===== config.mk =====
export PLATFORM = sky130hd
export DESIGN_NAME = seq_multiplier
export DESIGN_NICKNAME = d
export VERILOG_FILES = /design/src/rtl/seq_multiplier.sv
export SDC_FILE = /design/constraint.sdc
export NUM_CORES = 1
export LEC_CHECK = 0
export BUFFER_PORTS_ARGS = -buffer_cell sky130_fd_sc_hd__buf_2
export CAP_MARGIN = 20
export CORE_ASPECT_RATIO = 0.5
export CORE_MARGIN = 2
export CORE_UTILIZATION = 50
export DETAILED_ROUTE_END_ITERATION = 10
export PLACE_DENSITY = 0.74
export SYNTH_ARGS = -nofsm -noshare
export SYNTH_HDL_FRONTEND = slang
export SYNTH_SLANG_ARGS = --single-unit

===== constraint.sdc =====
create_clock -name clk -period 6.5 [get_ports clk]
set_input_delay 0.325 -clock clk [delete_from_list [all_inputs] [get_ports clk]]
set_output_delay 0.325 -clock clk [all_outputs]
set_load 0.005 [all_outputs]

===== src/rtl/seq_multiplier.sv =====
// seq_multiplier: multi-cycle unsigned 32x32 -> 64 multiplier (multu semantics).
// It steps one shared 32-bit adder through 32 shift-add iterations. The product
// register {hi, lo} holds the result after done and keeps it until the next
// accepted start.
// Optional feature macro: SEQ_MULT_EARLY_TERM_EN. When it is defined, a zero
// operand finishes in one cycle and the RUN state is skipped.
//
// Handshake: start is sampled only while busy is low (IDLE or DONE). An
// operation is accepted on the clock edge where start=1 in one of those states.
// done is a one-cycle pulse, and hi/lo are valid during that pulse. busy and
// done are never high together.

module seq_mult_adder #(
  parameter int WIDTH = 32
) (
  input  logic [WIDTH-1:0] a,
  input  logic [WIDTH-1:0] b,
  input  logic             c0,
  output logic [WIDTH-1:0] s,
  output logic             cout
);

  // Plain ripple/inferred adder with carry in and carry out
  assign {cout, s} = {1'b0, a} + {1'b0, b} + {{WIDTH{1'b0}}, c0};

endmodule

module seq_multiplier #(
  parameter int WIDTH = 32,
  parameter int CNT_W = 6
) (
  input  logic             clk,
  input  logic             rst,
  input  logic             start,
  input  logic [WIDTH-1:0] mcand,
  input  logic [WIDTH-1:0] mplier,
  output logic             busy,
  output logic             done,
  output logic [WIDTH-1:0] hi,
  output logic [WIDTH-1:0] lo
);

  typedef enum logic [1:0] {
    S_IDLE = 2'd0,
    S_RUN  = 2'd1,
    S_DONE = 2'd2
  } state_t;

  state_t               r_state;
  logic [2*WIDTH-1:0]   r_prod;
  logic [WIDTH-1:0]     r_mcand;
  logic [CNT_W-1:0]     r_count;
  logic                 r_busy;
  logic                 r_done;

  logic [WIDTH-1:0]     w_add_b;
  logic [WIDTH-1:0]     w_sum;
  logic                 w_cout;
`ifdef SEQ_MULT_EARLY_TERM_EN
  logic                 w_zero_op;
`endif

  // The multiplicand goes into the add only when the current LSB of P is set
  always_comb begin
    w_add_b = r_prod[0] ? r_mcand : '0;
  end

`ifdef SEQ_MULT_EARLY_TERM_EN
  // A zero operand means the product is zero, so the iterations can be skipped
  always_comb begin
    w_zero_op = (mcand == '0) || (mplier == '0);
  end
`endif

  seq_mult_adder #(.WIDTH(WIDTH)) u_adder (
    .a    (r_prod[2*WIDTH-1:WIDTH]),
    .b    (w_add_b),
    .c0   (1'b0),
    .s    (w_sum),
    .cout (w_cout)
  );

  // Control FSM and datapath registers.
  // Each RUN cycle adds, then shifts right by one. The adder carry becomes the new MSB.
  always_ff @(posedge clk or posedge rst) begin
    if (rst) begin
      r_state <= S_IDLE;
      r_prod  <= '0;
      r_mcand <= '0;
      r_count <= '0;
      r_busy  <= 1'b0;
      r_done  <= 1'b0;
    end else begin
      case (r_state)
        S_IDLE, S_DONE: begin
          r_done <= 1'b0;
          if (start) begin
            r_mcand <= mcand;
            r_count <= '0;
`ifdef SEQ_MULT_EARLY_TERM_EN
            if (w_zero_op) begin
              r_prod  <= '0;
              r_state <= S_DONE;
              r_busy  <= 1'b0;
              r_done  <= 1'b1;
            end else begin
              r_prod  <= {{WIDTH{1'b0}}, mplier};
              r_state <= S_RUN;
              r_busy  <= 1'b1;
            end
`else
            r_prod  <= {{WIDTH{1'b0}}, mplier};
            r_state <= S_RUN;
            r_busy  <= 1'b1;
`endif
          end else begin
            r_state <= S_IDLE;
          end
        end
        S_RUN: begin
          r_prod  <= {w_cout, w_sum, r_prod[WIDTH-1:1]};
          r_count <= r_count + CNT_W'(1);
          if (r_count == CNT_W'(WIDTH - 1)) begin
            r_state <= S_DONE;
            r_busy  <= 1'b0;
            r_done  <= 1'b1;
          end
        end
        default: begin
          r_state <= S_IDLE;
          r_busy  <= 1'b0;
          r_done  <= 1'b0;
        end
      endcase
    end
  end

  assign busy = r_busy;
  assign done = r_done;
  assign hi   = r_prod[2*WIDTH-1:WIDTH];
  assign lo   = r_prod[WIDTH-1:0];

endmodule


==> results of run 1 <==
==> routing by layer <==
metal  vias to the layer above  share of wire  global-route usage
li1                       2641              -                   -
met1                      2549           0.48               0.312
met2                       153           0.45               0.392
met3                        19          0.060              0.0561
met4                         2          0.011              0.0667
met5                         -        0.00074                   0
==> logic make-up after synthesis <==
kind of cell    share of synthesized area
mux                               0.00164
simple gates                        0.223
flops                               0.432
compound gates                      0.192
buf+inv                            0.0419
xor+xnor                           0.0388
fa+ha+maj                          0.0711
==> report_power, final <==
group	total (W)	switching (W)	internal, W
sequential	0.00117	0.000238	0.000931
clock	0.000584	0.000257	0.000327
combinational	0.00166	0.000922	0.000739
==> cell usage after synthesis, types with 4 or more instances <==
library cell	instances
nand3_1	8
xor2_1	13
a21o_1	12
o21ai_0	52
nand2b_1	8
o21a_1	5
inv_1	10
buf_1	5
dfrtp_1	105
a21oi_1	27
a22oi_1	34
xnor2_1	14
nand4_1	12
nand2_1	216
a31oi_1	5
clkbuf_1	29
nor2_1	19
nor2b_1	4
and2_1	31
ha_1	33
==> tightest hold or removal path, delay by kind of cell <==
family                 cells  cell delay (ns)
buffers and inverters      1             0.07
AND/OR/NAND/NOR            2             0.08
==> worst min-delay path by stage <==
stage	to	cells after the start	slack, ns
2_1_floorplan	r_mcand[0]$_DFFE_PP0P_	2	0.43
3_3_place_gp	busy$_DFFE_PP0P_	2	0.34
3_5_place_dp	busy$_DFFE_PP0P_	2	0.34
4_1_cts	r_mcand[19]$_DFFE_PP0P_	3	0.15
5_1_grt	r_mcand[1]$_DFFE_PP0P_	3	0.16
6_report	r_mcand[21]$_DFFE_PP0P_	3	0.16
==> registers in the layout, indices dropped and copies added, names as in the netlist <==
name     count
r_prod      64
r_mcand     32
r_count      6
busy         1
done         1
r_state      1
==> area by class of cell <==
| cell class | count | area [µm²] |
|---|---|---|
| Fill cell | 1091 | 4680 |
| Sequential cell | 105 | 2630 |
| Inverter | 10 | 40.0 |
| Tap cell | 165 | 206 |
| Timing Repair Buffer | 139 | 736 |
| Clock buffer | 11 | 253 |
| Clock inverter | 5 | 68.8 |
| Multi-Input combinational cell | 548 | 3230 |
==> stage by stage <==
step	hold WS (ns)	utilization	area (µm²)	total power (W)
4_1_cts	0.154	0.602	7130	0.00342
2_1_floorplan	0.430	-	6090	0.00234
6_report	0.159	0.605	7160	0.00341
5_1_grt	0.158	0.605	7160	0.00372
3_3_place_gp	0.338	0.574	6800	0.00277
3_5_place_dp	0.345	0.574	6800	0.00282
==> results_dict.tcl, run 1 <==
set metrics [dict create \
    io_pins 133 \
    cts_setup_buffers 0 \
    p_leak_nw 3.63 \
    yosysSeqAreaShare 0.432 \
    relSlewSlack 0.358 \
    status "complete, no violations" \
    crit_chain "and2_1, ha_1, inv_1, fa_1, nor2b_1, o211ai_1, a21oi_1, a21o_1, a21oi_1, o21ai_0, a22oi_1, mux2i_1" \
    grt_pass1_wl_um 24800 \
    vias_per_cell 5.46 \
    final.min_clock_period_ns 3.63 \
    syn_area_mm2 0.00609 \
    cts_buffer_depth 2 \
    final_common_cell "nand2_1" \
    place_hpwl_um 10100 \
    fp.dieH_um 82.0 \
    row_count 28 \
    reg2reg_depth 12 \
    area_delta_synth_final_pct 17.6 \
    grt_max_degree 76 \
    first_pass_iters 5 \
    r2r-end "r_prod[61]$_DFFE_PP0P_" \
    synth_top_area_frac 0.432 \
    cp_data_required_time_ns 6.73 \
    netlist_instances 706 \
    worst_slack_ns 2.87 \
    cts_tree "done" \
    hp-class "primary input to flop" \
    crit_slowest_cell "dfrtp_1" \
    cts_root_buf "clkbuf_16" \
    die_area_mm2 0.0131 \
    power.density_mw_per_mm2 477 \
    cp.depth 12 \
    endpoint "r_prod[61]$_DFFE_PP0P_" \
    synth_edf_count 0 \
    r2r-start "r_prod[0]$_DFFE_PP0P_" \
    critPathLaunch "r_prod[0]$_DFFE_PP0P_" \
    hold_buffers 1 \
    cts.clk_slew.worst_paths_ns 0.08 \
    synth_area_leaders "dfrtp_1 (43%), nand2_1 (13%), ha_1 (6.8%), o21ai_0 (4.3%), a22oi_1 (4.2%)" \
    cp-start-kind "flop" \
    cts_made_buffers 9 \
    route.detailed.drc 0 \
    die_w_um 160 \
    ys_types 58 \
    synth_area_per_cell_um2 8.62 \
    clock_sinks 105 \
    setup_violations 0 \
    grt_pass1_vias 5195 \
    crit_family "compound AO/OA/AOI/OAI gates" \
    grt_usage 0.235 \
    wl_per_cell_um 15.1 \
    synth-main-ff-cell "dfrtp_1" \
    finalNetCount 914 \
    place_ws_ns 2.93 \
    crit_top_cell "a21oi_1" \
    drtIter0Drc 361 \
    synth_top_area_cell "dfrtp_1" \
    endpoint_kind "flop" \
    syn-num-nets 807 \
    start_util 0.514 \
    tightest_slew_ns 0.963 \
    postRouteAntennaNets 0 \
    max_freq_mhz 276 \
    grt-ovfl-total 0 \
    rsz0062_at_grt "no" \
    crit_fanout 34 \
    place_inst 965 \
    period_share 0.558 \
    synthArstFlopShare 1.00 \
    crit_type "flop to flop" \
    hp-start "mcand[21]" \
    wirelength_um 14900 \
    vias 5364 \
    report.final.hold_viol_count 0 \
    slew_violations 0 \
    antenna_found_initial 1 \
    crit_buf_inv 1 \
    maxCapViolations 0 \
    core_mm2 0.0118 \
    port_buffers 132 \
    yosys_warnings 0 \
    slowest_delay_ns 0.93 \
    gp_congestion 0.898 \
    clock_latency_ns 0.35 \
    skew_ns 0.00789 \
    cts-htree-levels 3 \
    layoutNonFillerInstCount 983 \
    drive_gt1_frac 0.209 \
    tns_ns 0 \
    peakVddDrop_mv 0.183 \
    antenna-diode-count 0 \
    ctsResizeCount 0 \
    most-common-layout-cells "nand2_1 (216), buf_2 (132), dfrtp_1 (105)" \
    cp.arrival_ns 3.86 \
    reg2reg_slack_ns 2.87 \
    ys_ff_latch 105 \
]
Note: power is estimated with default switching activity, not from simulation.
==> run 2, diff against run 1 <==
--- a/config.mk
+++ b/config.mk
@@ -5,13 +5,14 @@
 export SDC_FILE = /design/constraint.sdc
 export NUM_CORES = 1
 export LEC_CHECK = 0
+export ABC_AREA = 1
 export BUFFER_PORTS_ARGS = -buffer_cell sky130_fd_sc_hd__buf_2
 export CAP_MARGIN = 20
 export CORE_ASPECT_RATIO = 0.5
 export CORE_MARGIN = 2
 export CORE_UTILIZATION = 50
 export DETAILED_ROUTE_END_ITERATION = 10
-export PLACE_DENSITY = 0.74
+export PLACE_DENSITY = 0.76
 export SYNTH_ARGS = -nofsm -noshare
 export SYNTH_HDL_FRONTEND = slang
 export SYNTH_SLANG_ARGS = --single-unit
==> constraint.sdc (replaced) <==
create_clock -name clk -period 2.9 [get_ports clk]
set_input_delay 0.145 -clock clk [delete_from_list [all_inputs] [get_ports clk]]
set_output_delay 0.145 -clock clk [all_outputs]
set_load 0.005 [all_outputs]
==> results_dict.tcl, run 2 <==
set metrics [dict create \
    maxCapViolations 0 \
    power.density_mw_per_mm2 1100 \
    max_freq_mhz 429 \
    cts-htree-levels 3 \
    cp.arrival_ns 2.57 \
    place_inst 1308 \
    grt_max_degree 106 \
    die_w_um 170 \
    synth_edf_count 0 \
    route.met2.wl_um 9660 \
    core_mm2 0.0135 \
    setup_violations 0 \
    report.final.hold_viol_count 1 \
    crit_chain "buf_12, nand2_1, inv_1, ha_1, inv_1, fa_1, inv_1, nand3_1, nand3_1, nand2_1, nand2_1, nand3_1, nand2_2, nand2_1, nand2_1, o21ai_1" \
    peakVddDrop_mv 0.461 \
    cts.clk_slew.worst_paths_ns 0.10 \
    cts_tree "done" \
    start_util 0.510 \
    synth_area_leaders "dfrtp_1 (38%), nand2_1 (24%), inv_1 (9.9%), ha_1 (6.0%), o221ai_1 (3.8%)" \
    clockPowerShare 0.139 \
    final_common_cell "nand2_1" \
    grt_usage 0.276 \
    cts_buffer_depth 2 \
    synthArstFlopShare 1.00 \
    cp_data_required_time_ns 3.14 \
    fp.dieH_um 87.0 \
    total_power_w 0.00944 \
    status "finished, violations left" \
    ys_top_cells_by_count "nand2_1 (438), inv_1 (182), dfrtp_1 (105)" \
    endpoint_kind "flop" \
    ctsResizeCount 0 \
    skew_ns 0.0154 \
    p_leak_nw 5.09 \
    drive_gt1_frac 0.168 \
    synth_top_area_cell "dfrtp_1" \
    p_sw_w 0.00459 \
    relSlewSlack 0.531 \
    port_buffers 132 \
    rsz0062_at_grt "no" \
    largest_reg_flops 64 \
    io_pins 133 \
    synth_area_per_cell_um2 6.76 \
    tightest_slew_ns 0.702 \
    vias_per_cell 5.05 \
    die_area_mm2 0.0148 \
    critPathLaunch "r_prod[0]$_DFFE_PP0P_" \
    cp-start-kind "flop" \
    crit_top_cell "nand2_1" \
    row_count 30 \
    syn_area_mm2 0.00689 \
    clock_latency_ns 0.37 \
    vias 6943 \
    syn-num-nets 1121 \
    slowest_delay_ns 0.39 \
    antenna_found_initial 0 \
    grt-ovfl-total 0 \
    area_delta_synth_final_pct 24.1 \
    yosysSeqAreaShare 0.381 \
    hold_depth 3 \
    synth_most_common_cell "nand2_1" \
    top_layer "met4" \
    cts_made_buffers 9 \
    r2r-start "r_prod[0]$_DFFE_PP0P_" \
    crit_type "flop to flop" \
    finalNetCount 1294 \
    first_pass_iters 7 \
    layoutNonFillerInstCount 1374 \
    wirelength_um 20000 \
    clock_sinks 105 \
    grt_pass1_vias 6710 \
    postRouteAntennaNets 0 \
    p_seq_frac 0.288 \
    drtIter0Drc 488 \
    most-common-layout-cells "nand2_1 (438), inv_1 (181), buf_2 (132)" \
    reg2reg_slack_ns 0.57 \
    place_hpwl_um 13800 \
    route.detailed.drc 0 \
    drt-met1-wl_um 8560 \
    reg2reg_depth 16 \
    violations "hold timing" \
    largest_registers "r_prod: 64 flops, r_mcand: 32 flops, r_count: 6 flops" \
    ys_ff_latch 105 \
    intPower_w 0.00485 \
    period_share 0.803 \
    antenna-diode-count 0 \
    p_sw_frac 0.486 \
    dr_wl_met3_um 1460 \
    wl_per_cell_um 14.6 \
    synth-main-ff-cell "dfrtp_1" \
    final.min_clock_period_ns 2.33 \
    grt_pass1_wl_um 32100 \
    timing.hold.ws_ns -0.00441 \
    cts_root_buf "clkbuf_16" \
    crit_fanout 34 \
    largest_register "r_prod" \
    synth_top_area_frac 0.381 \
    combPwrFrac 0.573 \
    crit_slowest_cell "fa_1" \
    hp-start "mplier[5]" \
    slew_violations 0 \
    tns_ns 0 \
    gp_congestion 0.897 \
    yosys_warnings 0 \
    hp-class "primary input to flop" \
    ys_types 38 \
    netlist_instances 1020 \
]
[run 2: cell count changes in the layout (fill, tap and decap cells not counted), moves of 12 or more]
| cell | delta |
|---|---|
| nand2_1 | +222 |
| inv_1 | +172 |
| dlygate4sd3_1 | +49 |
| o21ai_0 | -40 |
| a22oi_1 | -34 |
| and2_1 | -31 |
| nand3_1 | +31 |
| nor2_1 | +30 |
| o221ai_1 | +30 |
| nand2_2 | +17 |
| xnor2_1 | -12 |
| xor2_1 | -12 |
[run 2: stage by stage]
step	util	instance area, µm²	setup slack (ns)
after floorplan	-	6900	0.528
after global placement	0.572	7730	0.649
after detailed placement	0.572	7730	0.584
after CTS	0.633	8550	0.568
after global routing	0.633	8550	0.320
final	0.633	8550	0.570
[run 2: kinds of logic (layout without fill, tap and decap cells)]
family	after synthesis	in the layout	share of synthesized area
buffers and inverters	216	394	0.121
AND/OR/NAND/NOR	568	568	0.340
XOR/XNOR	3	3	0.00381
adder cells (fa/ha/maj)	34	34	0.0628
AO/OA/AOI/OAI	94	94	0.0904
flip-flops	105	105	0.381
[run 2: final timing paths]
kind,endpoint
worst max-delay path,r_prod[47]$_DFFE_PP0P_
worst min-delay path,r_prod[5]$_DFFE_PP0P_
worst max register to register,r_prod[47]$_DFFE_PP0P_
worst min register to register,r_mcand[8]$_DFFE_PP0P_
max in group asynchronous,r_mcand[19]$_DFFE_PP0P_
min in group asynchronous,r_prod[36]$_DFFE_PP0P_
[run 2: worst max-delay path: cells and delay by family (launching register included)]
kind	cells	cell delay (ns)
buffers and inverters	4	0.43
adder cells (fa/ha/maj)	2	0.59
AO/OA/AOI/OAI	1	0.06
AND/OR/NAND/NOR	9	0.76
flip-flops	1	0.38
[run 2: what timing repair did]
action	4_1_cts	5_1_grt
hold buffers	50	0
setup endpoints to repair	0	0
setup buffers	0	0
hold endpoints to repair	144	0
[run 2: final cells by class]
| type | instances | area (µm²) |
|---|---|---|
| clock inverter | 7 | 91.3 |
| multi-input combinational | 699 | 3440 |
| sequential | 105 | 2630 |
| inverter | 189 | 713 |
| fill | 1221 | 4960 |
| clock buffer | 9 | 225 |
| timing repair buffer | 189 | 1240 |
| tap | 176 | 220 |
[run 2: per-layer routing]
| layer | track usage | vias up |
|---|---|---|
| met1 | 0.345 | 3181 |
| met4 | 0.0761 | 0 |
| met5 | 0 | - |
| met3 | 0.0686 | 25 |
| li1 | - | 3491 |
| met2 | 0.482 | 246 |
[run 2: power by group through the flow]
stage | registers, W | clock network [W] | logic, W
final | 0.00271 | 0.00131 | 0.00541
after global routing | 0.00279 | 0.00138 | 0.00613
after CTS | 0.00271 | 0.00133 | 0.00536
after detailed placement | 0.00272 | 0 | 0.00528
after global placement | 0.00271 | 0 | 0.00514
after floorplan | 0.00266 | 0 | 0.00370
==> run 3, diff against run 2 <==
--- a/config.mk
+++ b/config.mk
@@ -5,14 +5,14 @@
 export SDC_FILE = /design/constraint.sdc
 export NUM_CORES = 1
 export LEC_CHECK = 0
-export ABC_AREA = 1
+export ABC_AREA = 0
 export BUFFER_PORTS_ARGS = -buffer_cell sky130_fd_sc_hd__buf_2
 export CAP_MARGIN = 20
 export CORE_ASPECT_RATIO = 0.5
 export CORE_MARGIN = 2
 export CORE_UTILIZATION = 50
 export DETAILED_ROUTE_END_ITERATION = 10
-export PLACE_DENSITY = 0.76
+export PLACE_DENSITY = 0.77
 export SYNTH_ARGS = -nofsm -noshare
 export SYNTH_HDL_FRONTEND = slang
 export SYNTH_SLANG_ARGS = --single-unit
==> constraint.sdc (replaced) <==
create_clock -name clk -period 2 [get_ports clk]
set_input_delay 0.1 -clock clk [delete_from_list [all_inputs] [get_ports clk]]
set_output_delay 0.1 -clock clk [all_outputs]
set_load 0.005 [all_outputs]
==> results_dict.tcl, run 3 (synthesis results as in run 1) <==
set metrics [dict create \
    placed_area_mm2 0.00784 \
    tns_ns -16.70 \
    cts_buffer_depth 2 \
    timing.hold.ws_ns 0.0581 \
    fillerInstances 653 \
    fp.dieH_um 82.0 \
    cts.clk_slew.worst_paths_ns 0.08 \
    setup_violations 28 \
    die_w_um 160 \
    peakVddDrop_mv 0.678 \
    cp-start-kind "flop" \
    largest_registers "r_prod: 64 flops, r_mcand: 32 flops, r_count: 6 flops" \
    crit_type "flop to flop" \
    cts_root_buf "clkbuf_16" \
    report.final.hold_viol_count 0 \
    row_count 28 \
    final.min_clock_period_ns 2.81 \
    most-common-layout-cells "nand2_1 (213), buf_4 (138), buf_2 (132)" \
    die_area_mm2 0.0131 \
    vias 6933 \
    maxCapViolations 0 \
    rsz0062_at_grt "yes" \
    clock_latency_ns 0.37 \
    period_share 1.41 \
    status "finished, violations left" \
    drive_gt1_frac 0.393 \
    route.detailed.drc 0 \
    clock_sinks 105 \
    vias_per_cell 5.82 \
    antenna-diode-count 0 \
    area_delta_synth_final_pct 55.8 \
    worst_slack_ns -0.815 \
    place_inst 1091 \
    cts_tree "done" \
    wl_per_cell_um 18.5 \
    final_common_cell "nand2_1" \
    wirelength_um 22000 \
    largest_reg_flops 64 \
    hp-class "primary input to flop" \
    drtIter0Drc 686 \
    grt_pass1_vias 6937 \
    grt_usage 0.323 \
    first_pass_iters 6 \
    core_mm2 0.0118 \
    largest_register "r_prod" \
    crit_fanout 8 \
    start_util 0.514 \
    antenna_found_initial 0 \
    port_buffers 132 \
    cts-htree-levels 3 \
    skew_ns 0.00783 \
    cts_made_buffers 9 \
    grt_pass1_wl_um 33400 \
    grt-ovfl-total 0 \
    place_hpwl_um 11800 \
    postRouteAntennaNets 0 \
    power.density_mw_per_mm2 1620 \
    violations "setup timing" \
    fin_area_mm2 0.00949 \
    utilization 0.801 \
    finalNetCount 1122 \
    layoutNonFillerInstCount 1191 \
    slew_violations 0 \
    cp.arrival_ns 3.07 \
    cp_data_required_time_ns 2.25 \
    gp_congestion 0.940 \
    relSlewSlack 0.521 \
    max_freq_mhz 355 \
    grt_max_degree 106 \
    p_leak_nw 4.67 \
    tightest_slew_ns 0.716 \
    endpoint_kind "flop" \
    io_pins 133 \
]
-- run 3: changes by cell type in the layout (fill, tap and decap cells not counted), sizes merged, moves of 14 or more --
cell         before  now
and2              0   32
o221ai           30    0
nand2           455  216
nand3            45    8
a22oi             0   34
nor2             55   20
dlygate4sd3      50   64
buf             139  282
o21ai            19   56
inv             191   11
-- run 3: per-layer routing --
layer | global-route usage | share of wire | vias up
met3 | 0.0788 | 0.087 | 122
met4 | 0.200 | 0.048 | 0
met5 | 0 | 0 | -
met2 | 0.545 | 0.46 | 461
li1 | - | - | 3061
met1 | 0.385 | 0.40 | 3289
-- run 3: area by class of cell --
type                    count  area, µm²  share of cell area
well taps                 165        206              0.0218
multi-input cells         549       3810               0.402
flip-flops and latches    105       2630               0.277
repair buffers            346       2480               0.262
clock buffers               9        225              0.0237
inverters                  10       41.3             0.00435
clock inverters             7       87.6             0.00923
-- run 3: worst max-delay path, stage by stage (launching register included) --
cell	delay (ns)
dfrtp_2	0.53
and2_4	0.20
ha_4	0.14
inv_2	0.04
fa_2	0.35
nor2b_2	0.13
o211ai_1	0.18
a21oi_2	0.29
a21o_1	0.22
a21oi_2	0.10
o31a_1	0.28
xnor2_1	0.15
o21ai_1	0.08
-- run 3: final timing paths --
| path | startpoint | end | slack (ns) | cells past startpoint |
|---|---|---|---|---|
| hold / removal | mplier[31] | r_prod[31]$_DFFE_PP0P_ | 0.06 | 3 |
| min in group asynchronous | rst | r_prod[4]$_DFFE_PP0P_ | 0.42 | 4 |
| setup reg to reg | r_prod[0]$_DFFE_PP0P_ | r_prod[57]$_DFFE_PP0P_ | -0.81 | 12 |
| setup / recovery | r_prod[0]$_DFFE_PP0P_ | r_prod[57]$_DFFE_PP0P_ | -0.81 | 12 |
| hold reg to reg | r_mcand[2]$_DFFE_PP0P_ | r_mcand[2]$_DFFE_PP0P_ | 0.47 | 2 |
| max in group asynchronous | rst | r_prod[54]$_DFFE_PP0P_ | 1.11 | 4 |
-- run 3: power by group --
| group | internal [W] | total (W) | switching [W] |
|---|---|---|---|
| sequential | 0.00303 | 0.00384 | 0.000819 |
| combinational | 0.00495 | 0.00963 | 0.00469 |
| clock | 0.000899 | 0.00186 | 0.000961 |
| total | 0.00887 | 0.0153 | 0.00647 |
-- run 3: what timing repair did --
action / CTS / global route
endpoints found under the setup margin: 55 / 29
pin swaps: 43 / 32
gates cloned: 2 / 0
setup buffers: 13 / 8
gates resized for setup: 74 / 43
hold endpoints to repair: 168 / 0
hold buffers: 64 / 0
-- run 3: per-stage QoR --
stage / total power, W / worst slack, ns
4_1_cts: 0.0142 / -0.669
5_1_grt: 0.0162 / -0.878
3_5_place_dp: 0.0112 / -0.836
6_report: 0.0153 / -0.815
3_3_place_gp: 0.0110 / -0.724
2_1_floorplan: 0.00779 / -0.598
